**config.mk**
```make
export PLATFORM = sky130hd
export DESIGN_NAME = program_counter_ras
export DESIGN_NICKNAME = d
export VERILOG_FILES = /design/src/rtl/program_counter_ras_pkg.sv /design/src/rtl/program_counter_ras_stack.sv /design/src/rtl/program_counter_ras.sv
export SDC_FILE = /design/constraint.sdc
export NUM_CORES = 1
export LEC_CHECK = 0
export BUFFER_PORTS_ARGS = -buffer_cell sky130_fd_sc_hd__clkbuf_2
export CORE_ASPECT_RATIO = 0.7
export CORE_MARGIN = 4
export CORE_UTILIZATION = 50
export CTS_CLUSTER_SIZE = 10
export DETAILED_ROUTE_END_ITERATION = 10
export PLACE_DENSITY = 0.8
export SYNTH_ARGS = -nofsm -noshare
export SYNTH_HDL_FRONTEND = slang
export SYNTH_HIERARCHICAL = 1
export SYNTH_SLANG_ARGS = --single-unit
```
**constraint.sdc**
```tcl
create_clock -name Clk -period 2.9 [get_ports Clk]
set_input_delay 0.29 -clock Clk [delete_from_list [all_inputs] [get_ports Clk]]
set_output_delay 0.29 -clock Clk [all_outputs]
set_load 0.01 [all_outputs]
```
**src/rtl/program_counter_ras_pkg.sv**
```systemverilog
// Shared defaults and the decoded-action type for the fetch-stage program counter.
// Optional feature macro used by this slice: PC_REL_BRANCH_EN (relative load via PC_Rel).
package program_counter_ras_pkg;

    localparam int DEF_ADDR_WIDTH   = 8;
    localparam int DEF_STACK_DEPTH  = 4;
    localparam int DEF_RESET_VECTOR = 0;
    localparam int NUM_PC_RAS_TEST  = 400;

    // One action wins per edge; OVF/UNF are rejected CALL/RET that only set the error flag.
    typedef enum logic [2:0] {
        ACT_HOLD = 3'd0,
        ACT_CLR  = 3'd1,
        ACT_RET  = 3'd2,
        ACT_CALL = 3'd3,
        ACT_LOAD = 3'd4,
        ACT_INC  = 3'd5,
        ACT_OVF  = 3'd6,
        ACT_UNF  = 3'd7
    } pc_act_e;

endpackage

```
**src/rtl/program_counter_ras_stack.sv**
```systemverilog
// Return-address LIFO: async reset and sync clear empty it; entries themselves are never reset.
// Push when full and pop when empty are ignored here; the caller flags them as errors.
module ras_stack #(
    parameter int W     = 8,
    parameter int DEPTH = 4
) (
    input  logic         clk,
    input  logic         rst,
    input  logic         clr,
    input  logic         push,
    input  logic         pop,
    input  logic [W-1:0] data_in,
    output logic [W-1:0] data_out,
    output logic         full,
    output logic         empty
);

    localparam int CW = $clog2(DEPTH + 1);
    localparam int IW = $clog2(DEPTH);
    localparam logic [CW-1:0] ONE   = CW'(1);
    localparam logic [CW-1:0] C_MAX = CW'(DEPTH);

    logic [W-1:0]  r_mem [DEPTH];
    logic [CW-1:0] r_count;
    logic [CW-1:0] w_top_cnt;
    logic [IW-1:0] w_wr_idx;
    logic [IW-1:0] w_rd_idx;
    logic          w_do_push;
    logic          w_do_pop;

    assign full      = (r_count == C_MAX);
    assign empty     = (r_count == '0);
    assign w_do_push = push && !full;
    assign w_do_pop  = pop && !empty;
    assign w_top_cnt = r_count - ONE;
    assign w_wr_idx  = r_count[IW-1:0];
    assign w_rd_idx  = w_top_cnt[IW-1:0];
    // The index is meaningless while empty, so only valid entries ever reach the output.
    assign data_out  = empty ? '0 : r_mem[w_rd_idx];

    always_ff @(posedge clk or posedge rst) begin
        if (rst) begin
            r_count <= '0;
        end else if (clr) begin
            r_count <= '0;
        end else if (w_do_push) begin
            r_count <= r_count + ONE;
        end else if (w_do_pop) begin
            r_count <= w_top_cnt;
        end
    end

    always_ff @(posedge clk) begin
        if (!clr && w_do_push) begin
            r_mem[w_wr_idx] <= data_in;
        end
    end

endmodule

```
**src/rtl/program_counter_ras.sv**
```systemverilog
// Fetch-stage PC with load/increment and CALL/RETURN through a return-address stack.
// Define PC_REL_BRANCH_EN to add PC_Rel, turning PC_Load into a PC-relative branch when set.
module program_counter_ras
    import program_counter_ras_pkg::*;
#(
    parameter int                   ADDR_WIDTH   = DEF_ADDR_WIDTH,
    parameter int                   STACK_DEPTH  = DEF_STACK_DEPTH,
    parameter logic [ADDR_WIDTH-1:0] RESET_VECTOR = ADDR_WIDTH'(DEF_RESET_VECTOR)
) (
    input  logic                  Clk,
    input  logic                  Rst,
    input  logic                  PC_Clr,
    input  logic                  PC_Load,
    input  logic                  PC_Inc,
    input  logic                  PC_Call,
    input  logic                  PC_Ret,
`ifdef PC_REL_BRANCH_EN
    input  logic                  PC_Rel,
`endif
    input  logic [ADDR_WIDTH-1:0] Dest_Reg,
    output logic [ADDR_WIDTH-1:0] PC_Out,
    output logic                  Stack_Full,
    output logic                  Stack_Empty,
    output logic                  Stack_Err
);

    localparam logic [ADDR_WIDTH-1:0] PC_ONE = ADDR_WIDTH'(1);

    logic [ADDR_WIDTH-1:0] r_pc;
    logic                  r_err;
    pc_act_e               w_act;
    logic [ADDR_WIDTH-1:0] w_pc_plus1;
    logic [ADDR_WIDTH-1:0] w_load_target;
    logic [ADDR_WIDTH-1:0] w_ret_addr;
    logic [ADDR_WIDTH-1:0] w_next_pc;
    logic                  w_full;
    logic                  w_empty;
    logic                  w_push;
    logic                  w_pop;
    logic                  w_clr;

    assign w_pc_plus1 = r_pc + PC_ONE;

`ifdef PC_REL_BRANCH_EN
    assign w_load_target = PC_Rel ? (r_pc + Dest_Reg) : Dest_Reg;
`else
    assign w_load_target = Dest_Reg;
`endif

    always_comb begin
        w_act = ACT_HOLD;
        if (PC_Clr) begin
            w_act = ACT_CLR;
        end else if (PC_Ret) begin
            w_act = w_empty ? ACT_UNF : ACT_RET;
        end else if (PC_Call) begin
            w_act = w_full ? ACT_OVF : ACT_CALL;
        end else if (PC_Load) begin
            w_act = ACT_LOAD;
        end else if (PC_Inc) begin
            w_act = ACT_INC;
        end
    end

    always_comb begin
        w_next_pc = r_pc;
        w_push    = 1'b0;
        w_pop     = 1'b0;
        w_clr     = 1'b0;
        case (w_act)
            ACT_CLR:  begin w_next_pc = RESET_VECTOR; w_clr = 1'b1; end
            ACT_RET:  begin w_next_pc = w_ret_addr;   w_pop = 1'b1; end
            ACT_CALL: begin w_next_pc = Dest_Reg;     w_push = 1'b1; end
            ACT_LOAD: w_next_pc = w_load_target;
            ACT_INC:  w_next_pc = w_pc_plus1;
            default:  w_next_pc = r_pc;
        endcase
    end

    ras_stack #(
        .W     (ADDR_WIDTH),
        .DEPTH (STACK_DEPTH)
    ) u_ras (
        .clk      (Clk),
        .rst      (Rst),
        .clr      (w_clr),
        .push     (w_push),
        .pop      (w_pop),
        .data_in  (w_pc_plus1),
        .data_out (w_ret_addr),
        .full     (w_full),
        .empty    (w_empty)
    );

    always_ff @(posedge Clk or posedge Rst) begin
        if (Rst) begin
            r_pc  <= RESET_VECTOR;
            r_err <= 1'b0;
        end else begin
            r_pc <= w_next_pc;
            if (w_act == ACT_CLR) begin
                r_err <= 1'b0;
            end else if (w_act == ACT_OVF || w_act == ACT_UNF) begin
                r_err <= 1'b1;
            end
        end
    end

    assign PC_Out      = r_pc;
    assign Stack_Full  = w_full;
    assign Stack_Empty = w_empty;
    assign Stack_Err   = r_err;

endmodule

```
* Yosys cells after proc, flatten, opt, wreduce, memory -nomap -nowiden *
Memories as Yosys holds them, arrays and structs flattened.
Cells that the tools add are included.

storage, ports and cells
  memory bits (writable) = 32
  ROM bits = 0
  bits in registers = 12
  latch bits = 0
  memories = 1
  logic and storage cells = 46
  input port bits = 15

cells by class
  reduce and logical (&&, ||, !) cells = 12
  add/subtract/negate cells = 3
  equality and inequality tests = 8
  mux-type cells = 19
  magnitude comparators = 0
  bitwise operators = 0
  multiply operators = 0
  div/mod/pow operators = 0
  shift operators = 0

memory list
  name         words  width  rd ports  clocked after Yosys merged registers in  wr ports  line                             text
  u_ras.r_mem  4      8      1         0                                        1         program_counter_ras_stack.sv:23  logic [W-1:0] r_mem [DEPTH];

operators with widths
  kind                                                                count
  8-bit case mux with 4 select lines                                  1
  3-bit two-way mux                                                   10
  3-bit == test, second input constant                                5
  8-bit by 1-bit adder with 8-bit output, second input constant       1
  8-bit two-way mux                                                   1
  1-bit two-way mux                                                   7
  3-bit by 2-bit == test with 1-bit output, second input constant     2
  4-bit nonzero test                                                  1
  3-bit by 1-bit adder with 3-bit output, second input constant       1
  3-bit by 1-bit == test with 1-bit output, second input constant     1
  1-bit logical AND                                                   3
  1-bit logical NOT                                                   3
  3-bit logical NOT                                                   1
  3-bit nonzero test                                                  1
  3-bit by 1-bit subtractor with 3-bit output, second input constant  1
  2-bit nonzero test                                                  1
  2-bit OR reduction                                                  1
  1-bit logical OR                                                    1

* Logic depth before layout (Yosys ltp) *
Gate-level depths: netlist of run 1.

  depth in word-level cells = 11
  gate-level depth with buffers = 13

* Hierarchy *
Netlist of run 1, hierarchy kept.

modules (own cells, without submodules)
  module               instances  area each (um^2)  cells each
  ras_stack            1          1517.7            89
  program_counter_ras  1          673.1             69

* Worst setup path before layout of run 1 *
No wires, ideal clock.

  path kind = reg-to-reg
  start point = reg u_ras.r_count[0]
  end point = mem u_ras.r_mem[0][0] (enable)
  period minus slack after synthesis = 2.870 ns
  arrival time = 2.538 ns
  cell stages (with the launch flop) = 9
  setup time = 0.332 ns
  setup slack = 0.030 ns
  path through = dfrtp_1 -> buf_2 -> inv_1 -> ha_1 -> and2_1 -> nor4b_1 -> a21boi_1 -> nor2b_1 -> and2_1

between the ends
  cells in the longest elaborated chain, start to end = 11
  elaborated cells on any way between the ends = 17

RTL lines
  item                                      line                             text
  from (decl)                               program_counter_ras_stack.sv:24  logic [CW-1:0] r_count;
  from (signal assigned)                    program_counter_ras_stack.sv:47  r_count <= r_count + ONE;
  from (signal assigned)                    program_counter_ras_stack.sv:49  r_count <= w_top_cnt;
  3-bit == test                             program_counter_ras_stack.sv:31  assign full = (r_count == C_MAX);
  via Stack_Full                            program_counter_ras.sv:22        output logic Stack_Full,
  3-bit two-way mux                         program_counter_ras.sv:57        w_act = w_full ? ACT_OVF : ACT_CALL;
  3-bit two-way mux                         program_counter_ras.sv:56        end else if (PC_Call) begin
  3-bit two-way mux                         program_counter_ras.sv:54        end else if (PC_Ret) begin
  3-bit two-way mux                         program_counter_ras.sv:52        if (PC_Clr) begin
  3-bit by 2-bit == test with 1-bit output  program_counter_ras.sv:70        case (w_act)
  1-bit two-way mux                         program_counter_ras.sv:70
  via w_push                                program_counter_ras.sv:38        logic w_push;
  1-bit logical AND                         program_counter_ras_stack.sv:33  assign w_do_push = push && !full;
  1-bit logical AND                         program_counter_ras_stack.sv:54  if (!clr && w_do_push) begin
  1-bit two-way mux                         program_counter_ras_stack.sv:54
  1-bit two-way mux (not written as such)   program_counter_ras_stack.sv:55  r_mem[w_wr_idx] <= data_in;
  to (decl)                                 program_counter_ras_stack.sv:23

The timed path passes the listed nets, and every way through them passes these cells.

* Final worst setup path of run 1 *
  start point = reg u_ras.r_count[1]
  end point = mem u_ras.r_mem[3][1] (enable)

between the ends
  cells in the longest elaborated chain, start to end = 11
  elaborated cells on any way between the ends = 17

RTL lines
  item                                        line
  3-bit == test                               program_counter_ras_stack.sv:31
  3-bit two-way mux                           program_counter_ras.sv:57
  3-bit two-way mux                           program_counter_ras.sv:56
  3-bit two-way mux *                         program_counter_ras.sv:54
  3-bit two-way mux *                         program_counter_ras.sv:52
  3-bit by 2-bit == test with 1-bit output *  program_counter_ras.sv:70
  1-bit two-way mux *                         program_counter_ras.sv:70
  via w_push                                  program_counter_ras.sv:38
  1-bit logical AND *                         program_counter_ras_stack.sv:33
  1-bit logical AND *                         program_counter_ras_stack.sv:54
  1-bit two-way mux *                         program_counter_ras_stack.sv:54
  1-bit two-way mux (not written as such) *   program_counter_ras_stack.sv:55

The timed path passes the listed nets; every way through them passes the cells marked *.

==> impl_metrics.py, run 1 <==
metrics = {
    "floorplan": {
        "die_h_um": 63.38,
        "die_w_um": 87.12,
        "start_util_pct": 53.89,
        "rows": 19,
        "die_area_um2": 5521,
        "io_pins": 26,
        "core_area_um2": 4065,
    },
    "drt": {
        "via_per_inst": 5.864,
        "ant_nets": 0,
        "initialDrtViolationCount": 198,
        "wire_per_inst_um": 19.75,
        "drt_pass1_iterations": 4,
        "vias": 1419,
        "drcViolationCount": 0,
        "routed_wl_mm": 4.779,
    },
    "synth": {
        "syn_area_um2": 2191,
        "synth_common_cells": "edfxtp_1, and2_1, dfrtp_1",
        "synth_top_area_share_pct": 43.86,
        "synth.net_count": 179,
        "post-synth-top-area-cell": "edfxtp_1",
        "synth_edf_count": 32,
        "syn_avg_cell_area_um2": 13.87,
        "yosysMostFrequentCell": "edfxtp_1",
        "synthTopCellsByArea": "edfxtp_1, dfrtp_1, mux4_2",
        "synthArstFlopShare_pct": 27.27,
        "ys_seq_area_share_pct": 57.57,
        "yosysWarnings": 6,
        "synth.distinct_cells": 41,
        "synthFlopType": "edfxtp_1",
        "synthCells": 158,
        "ys_seq_elements": 44,
    },
    "global_routing": {
        "antenna_found_initial": 0,
        "grt_max_degree": 15,
        "grt_pass1_wl_mm": 7.548,
        "grt_usage_pct": 18.79,
        "grt_overflow": 0,
        "grt_pass1_vias": 1419,
    },
    "worst_setup_path": {
        "path_class": "flip-flop to flip-flop",
        "required_ns": 2.88,
        "path_max_fanout": 8,
        "cp_data_arrival_time_ns": 2.68,
        "critical_path.startpoint": "u_ras/r_count[1]$_DFFE_PP0P_",
        "reg2reg_depth": 7,
        "start_kind": "flip-flop",
        "critPathCaptureType": "flip-flop",
        "cpMaxStageDelayCell": "dfrtp_1",
        "worstPathCellList": "inv_1 > ha_1 > and2_1 > nor4b_2 > a21boi_2 > nor2b_1 > and2_2",
        "r2r_start": "u_ras/r_count[1]$_DFFE_PP0P_",
        "endpoint": "u_ras/r_mem[3][1]$_DFFE_PP_",
        "max_stage_delay_ns": 0.43,
        "r2r_slack_ns": 0.20,
        "r2r_end": "u_ras/r_mem[3][1]$_DFFE_PP_",
    },
    "clock_network": {
        "clk_latency_ns": 0.29,
        "clockRootBuffer": "clkbuf_8",
        "tritoncts.num_buffers": 5,
        "h-tree-depth": 2,
        "tritoncts": "built",
        "max-clock-path-buffers": 2,
        "cts.sinks": 44,
        "cts_setup_buffers": 0,
        "clkTransAtPathRegs_ns": 0.08,
    },
    "sta": {
        "slew_headroom_pct": 52.93,
        "period_minus_slack_ns": 2.697,
        "fmax_mhz": 370.8,
        "rsz0062_at_grt": "no",
        "setup_violations": 0,
        "finalMaxSlewViolations": 0,
        "hold_violations": 0,
        "fin_skew_ns": 0.008222,
        "worst_pin_slew_ns": 0.7061,
        "hold_ws_ns": 0.2313,
        "period_share_pct": 93.01,
    },
    "pwr": {
        "power.switching_mw": 0.4894,
        "clkPwrFrac_pct": 27.2,
        "p_per_area_nw_per_um2": 670.7,
        "p_sw_share_pct": 29.15,
        "p_int_mw": 1.190,
        "p_comb_share_pct": 26.5,
        "max-vdd-ir-drop_uv": 375.0,
        "total_power_mw": 1.679,
        "p_leak_nw": 0.9743,
        "sequentialPowerShare_pct": 46.3,
    },
    "layout": {
        "synthToLayoutAreaGrowth_pct": 14.28,
        "final_nets": 210,
        "diodes": 0,
        "drive_gt1_share_pct": 32.11,
    },
    "place": {
        "hpwl_mm": 3.553,
        "gp_congestion": 0.8406,
        "io_buffer_count": 25,
    },
    "run": {
        "drv_cap": 0,
    },
    "run_status": {
        "outcome": "finished, final reports clean",
    },
    "hold_path": {
        "min-delay-path-class": "input pin to flip-flop",
    },
}
==> registers in the layout, summed over array words and instances, names as in the netlist <==
| name | count |
|---|---|
| PC_Out | 8 |
| Stack_Err | 1 |
| u_ras/r_count | 3 |
| u_ras/r_mem | 32 |
==> through the flow <==
stage / setup WS (ns) / util (%) / instance area, µm² / cells / TNS [ns]
after global routing: 0.005655 / 61.59 / 2504 / 242 / 0
final: 0.2028 / 61.59 / 2504 / 242 / 0
after global placement: 0.1970 / 58.23 / 2367 / 233 / 0
after CTS: 0.03183 / 61.34 / 2494 / 242 / 0
after detailed placement: -0.08119 / 58.23 / 2367 / 233 / -1.383
after floorplan: 0.02997 / - / 2191 / 158 / 0
==> worst min-delay path by stage <==
| stage | slack (ns) | to | cells after the start | startpoint |
|---|---|---|---|---|
| 2_1_floorplan | 0.04 | u_ras/r_count[0]$_DFFE_PP0P_ | 1 | Rst |
| 3_3_place_gp | 0.16 | u_ras/r_count[2]$_DFFE_PP0P_ | 2 | Rst |
| 6_report | 0.23 | PC_Out[2]$_DFFE_PP0P_ | 3 | Dest_Reg[2] |
| 5_1_grt | 0.23 | PC_Out[2]$_DFFE_PP0P_ | 3 | Dest_Reg[2] |
| 4_1_cts | 0.22 | PC_Out[2]$_DFFE_PP0P_ | 3 | Dest_Reg[2] |
| 3_5_place_dp | 0.16 | u_ras/r_count[2]$_DFFE_PP0P_ | 2 | Rst |
==> cells by family after synthesis <==
| family | synth area share [%] |
|---|---|
| buffers and inverters | 3.541 |
| AO/OA/AOI/OAI | 11.08 |
| multiplexers | 8.738 |
| AND/OR/NAND/NOR | 13.25 |
| adder cells (fa/ha/maj) | 3.427 |
| flip-flops | 57.57 |
| XOR/XNOR | 2.399 |
==> power by group through the flow <==
| stage | registers [mW] | logic [mW] | clock network, mW |
|---|---|---|---|
| global placement | 0.787 | 0.432 | 0 |
| detailed placement | 0.789 | 0.443 | 0 |
| CTS | 0.776 | 0.444 | 0.470 |
| finish | 0.777 | 0.446 | 0.456 |
| floorplan | 0.791 | 0.297 | 0 |
| global route | 0.783 | 0.485 | 0.498 |
==> critical path: cells and delay by family, from the launching register on <==
| family | cells | cell delay [ns] |
|---|---|---|
| and+or+nand+nor | 4 | 1.32 |
| DFF | 1 | 0.43 |
| AOI/OAI and AO/OA | 1 | 0.32 |
| adders and majority gates | 1 | 0.21 |
| buffers and inverters | 1 | 0.11 |
==> area by class of cell <==
class,instances,area (µm²)
clock buffers,5,68.82
clock inverters,3,42.54
fillers,310,1562
inverters,9,33.78
multi-input cells,99,867.1
flip-flops and latches,44,1261
well taps,52,65.06
repair buffers,30,165.2
==> routing by layer <==
metal | wire length, µm | GRT usage (%)
met2 | 2272 | 28.13
met5 | 0 | 0
met1 | 2089 | 25.71
met4 | 112 | 8.621
met3 | 305 | 4.818
==> placed cells by master, fill, tap and decap left out, types with 2 or more instances in the layout <==
| cell type | Yosys | layout |
|---|---|---|
| edfxtp_1 | 32 | 32 |
| clkbuf_2 | 0 | 25 |
| dfrtp_1 | 12 | 12 |
| nand2_1 | 11 | 11 |
| nor2_1 | 9 | 9 |
| inv_1 | 9 | 9 |
| and2_1 | 13 | 9 |
| mux4_2 | 8 | 8 |
| ha_1 | 6 | 6 |
| xnor2_1 | 5 | 5 |
| clkbuf_8 | 0 | 5 |
| nand3_1 | 4 | 4 |
| a21oi_1 | 4 | 4 |
| a222oi_1 | 4 | 4 |
| buf_4 | 1 | 4 |
| and2_2 | 0 | 4 |
| a22oi_1 | 3 | 3 |
| or3_1 | 3 | 3 |
| nor2b_1 | 2 | 2 |
| o211ai_1 | 2 | 2 |
| and3_1 | 2 | 2 |
| a21oi_2 | 2 | 2 |
| o211ai_2 | 2 | 2 |
==> what timing repair did <==
item / CTS / global route
hold endpoints to repair: 12 / 0
resized for setup: 4 / 2
hold buffers: 1 / 0
endpoints found under the setup margin: 32 / 33
gates cloned: 0 / 0
pin swaps: 0 / 0
Note: power is estimated with default switching activity, not from simulation.
==> run 2, diff against run 1 <==
--- a/config.mk
+++ b/config.mk
@@ -5,13 +5,14 @@
 export SDC_FILE = /design/constraint.sdc
 export NUM_CORES = 1
 export LEC_CHECK = 0
+export ABC_AREA = 1
 export BUFFER_PORTS_ARGS = -buffer_cell sky130_fd_sc_hd__clkbuf_2
 export CORE_ASPECT_RATIO = 0.7
 export CORE_MARGIN = 4
 export CORE_UTILIZATION = 50
 export CTS_CLUSTER_SIZE = 10
 export DETAILED_ROUTE_END_ITERATION = 10
-export PLACE_DENSITY = 0.8
+export PLACE_DENSITY = 0.79
 export SYNTH_ARGS = -nofsm -noshare
 export SYNTH_HDL_FRONTEND = slang
 export SYNTH_HIERARCHICAL = 1
==> impl_metrics.py, run 2 <==
metrics = {
    "drt": {
        "drcViolationCount": 0,
        "vias": 1951,
        "wire_per_inst_um": 14.19,
        "initialDrtViolationCount": 189,
        "ant_nets": 0,
        "via_per_inst": 5.015,
        "routed_wl_mm": 5.518,
        "drt_pass1_iterations": 4,
    },
    "layout": {
        "final_common_cell": "nor2_1",
        "synthToLayoutAreaGrowth_pct": 11.23,
        "diodes": 0,
        "finalInstanceArea_um2": 2826,
        "drive_gt1_share_pct": 21.56,
        "fin_cells": 389,
        "regMostFlops": "u_ras/r_mem",
        "final_nets": 340,
        "final_cell_mix": "nor2_1, nand2_1, inv_1",
        "largest_register_ffs": 32,
        "fillers": 452,
    },
    "sta": {
        "fin_skew_ns": 0.005344,
        "slew_headroom_pct": 64.67,
        "setup_violations": 0,
        "finalMaxSlewViolations": 0,
        "hold_violations": 0,
        "period_minus_slack_ns": 2.580,
        "worst_pin_slew_ns": 0.5281,
        "tns_ns": 0,
        "period_share_pct": 88.98,
        "rsz0062_at_grt": "no",
        "fmax_mhz": 387.6,
    },
    "floorplan": {
        "die_h_um": 67.65,
        "die_area_um2": 6305,
        "core_area_um2": 4835,
        "io_pins": 26,
        "die_w_um": 93.21,
        "rows": 21,
        "start_util_pct": 52.56,
    },
    "worst_setup_path": {
        "path_class": "flip-flop to flip-flop",
        "r2r_end": "u_ras/r_mem[2][1]$_DFFE_PP_",
        "path_max_fanout": 12,
        "critPathCaptureType": "flip-flop",
        "start_kind": "flip-flop",
        "critical_path.startpoint": "u_ras/r_count[1]$_DFFE_PP0P_",
        "required_ns": 2.87,
        "r2r_start": "u_ras/r_count[1]$_DFFE_PP0P_",
        "r2r_slack_ns": 0.32,
        "reg2reg_depth": 10,
        "cp_data_arrival_time_ns": 2.55,
    },
    "run_status": {
        "outcome": "finished, final reports clean",
    },
    "synth": {
        "synth.distinct_cells": 28,
        "synth_common_cells": "nor2_1, nand2_1, inv_1",
        "synth.area.mux_share_pct": 0,
        "ys_seq_elements": 44,
        "synth_xor_xnor_area_share_pct": 1.379,
        "synth_top_area_share_pct": 37.81,
        "synth-simple-area-share_pct": 31.02,
        "synthCells": 288,
        "synthTopCellsByArea": "edfxtp_1, dfrtp_1, nor2_1",
        "post-synth-top-area-cell": "edfxtp_1",
        "syn_avg_cell_area_um2": 8.824,
        "synth_compound_area_share_pct": 6.302,
        "synth_top_family_by_area": "simple AND/OR/NAND/NOR gates",
        "synthArstFlopShare_pct": 27.27,
        "synth_edf_count": 32,
        "synth.net_count": 309,
        "yosysMostFrequentCell": "nor2_1",
        "ys_seq_area_share_pct": 49.63,
        "synthFlopType": "edfxtp_1",
        "synth_adder_area_share_pct": 2.954,
        "yosysWarnings": 6,
        "syn_area_um2": 2541,
    },
    "pwr": {
        "p_per_area_nw_per_um2": 880.2,
        "clkPwrFrac_pct": 15.9,
        "p_sw_share_pct": 44.37,
        "p_int_mw": 1.384,
        "power.switching_mw": 1.104,
        "max-vdd-ir-drop_uv": 607.0,
        "p_leak_nw": 1.326,
        "sequentialPowerShare_pct": 39.3,
        "p_comb_share_pct": 44.8,
    },
    "run": {
        "drv_cap": 0,
    },
    "clock_network": {
        "clockRootBuffer": "clkbuf_8",
        "max-clock-path-buffers": 2,
        "clk_latency_ns": 0.31,
        "cts_setup_buffers": 0,
        "tritoncts": "built",
        "clkTransAtPathRegs_ns": 0.09,
        "tritoncts.num_buffers": 5,
        "cts.sinks": 44,
        "h-tree-depth": 2,
    },
    "global_routing": {
        "grt_pass1_wl_mm": 9.142,
        "antenna_found_initial": 0,
        "grt_pass1_vias": 1885,
        "grt_overflow": 0,
        "grt_max_degree": 20,
        "grt_usage_pct": 19.33,
    },
    "hold_path": {
        "min-delay-path-class": "input pin to flip-flop",
        "hold_depth": 5,
        "min_from": "Dest_Reg[7]",
        "min_to": "PC_Out[7]$_DFFE_PP0P_",
    },
    "place": {
        "hpwl_mm": 4.218,
        "placedCellCount": 380,
        "place_area_um2": 2721,
        "gp_congestion": 0.8434,
        "io_buffer_count": 25,
    },
}
## run 2: cell types whose count changed after synthesis, moves of 13 or more
cell / before / now
inv_1: 9 / 36
nand3_1: 4 / 19
nand2_1: 11 / 51
and2_1: 13 / 0
nor2_1: 9 / 53
## run 2: worst max path at each step
stage / end / slack [ns]
floorplan: u_ras/r_mem[1][0]$_DFFE_PP_ / 0.19
CTS: u_ras/r_mem[2][3]$_DFFE_PP_ / 0.18
global placement: u_ras/r_mem[2][6]$_DFFE_PP_ / 0.29
global route: u_ras/r_mem[2][3]$_DFFE_PP_ / 0.09
finish: u_ras/r_mem[2][1]$_DFFE_PP_ / 0.32
detailed placement: u_ras/r_mem[2][3]$_DFFE_PP_ / 0.20
## run 2: what timing repair did
action	in CTS	in global routing
hold buffers	1	0
hold endpoints to repair	12	0
endpoints found under the setup margin	0	8
resized for setup	0	1
## run 2: cell families after synthesis
logic type      after synthesis
flops                        44
fa+ha+maj                     6
buf+inv                      47
compound gates               30
simple gates                157
xor+xnor                      4
## run 2: layout make-up
class	count	area (µm²)	share of cell area, %
sequential	44	1261	44.62
timing repair buffer	31	172.7	6.109
clock inverter	3	23.77	0.8411
multi-input combinational	197	1061	37.54
clock buffer	5	68.82	2.435
inverter	40	152.6	5.401
tap	69	86.33	3.054
## run 2: worst max-delay path: stages, from the launching register on
cell	delay, ns
dfrtp_1	0.42
inv_1	0.11
ha_1	0.24
inv_2	0.10
nor2_8	0.18
a21oi_1	0.15
nand2_4	0.13
nand2_4	0.06
nor2_1	0.22
nand3_1	0.24
nor2_2	0.38
## run 2: stage by stage
step	hold WS (ns)	setup WS [ns]	power, mW	util [%]
floorplan	0.04364	0.1864	1.772	-
global placement	0.1618	0.2899	2.063	56.29
detailed placement	0.1615	0.1974	2.097	56.29
CTS	0.2854	0.1760	2.488	58.41
global route	0.3049	0.09360	2.673	58.46
finish	0.2876	0.3197	2.488	58.46
## run 2: power by group through the flow
stage | combinational, mW | sequential, mW | clock, mW
2_1_floorplan | 0.802 | 0.970 | 0
3_3_place_gp | 1.08 | 0.981 | 0
3_5_place_dp | 1.11 | 0.991 | 0
4_1_cts | 1.11 | 0.977 | 0.401
5_1_grt | 1.25 | 0.992 | 0.428
6_report | 1.12 | 0.977 | 0.396
## run 2: routing by layer
layer	GRT usage, %	vias up	wire length [µm]
met3	5.345	11	415
met4	8.044	0	108
met2	30.31	60	2364
met1	25.51	893	2629
met5	0	-	0
li1	-	987	-
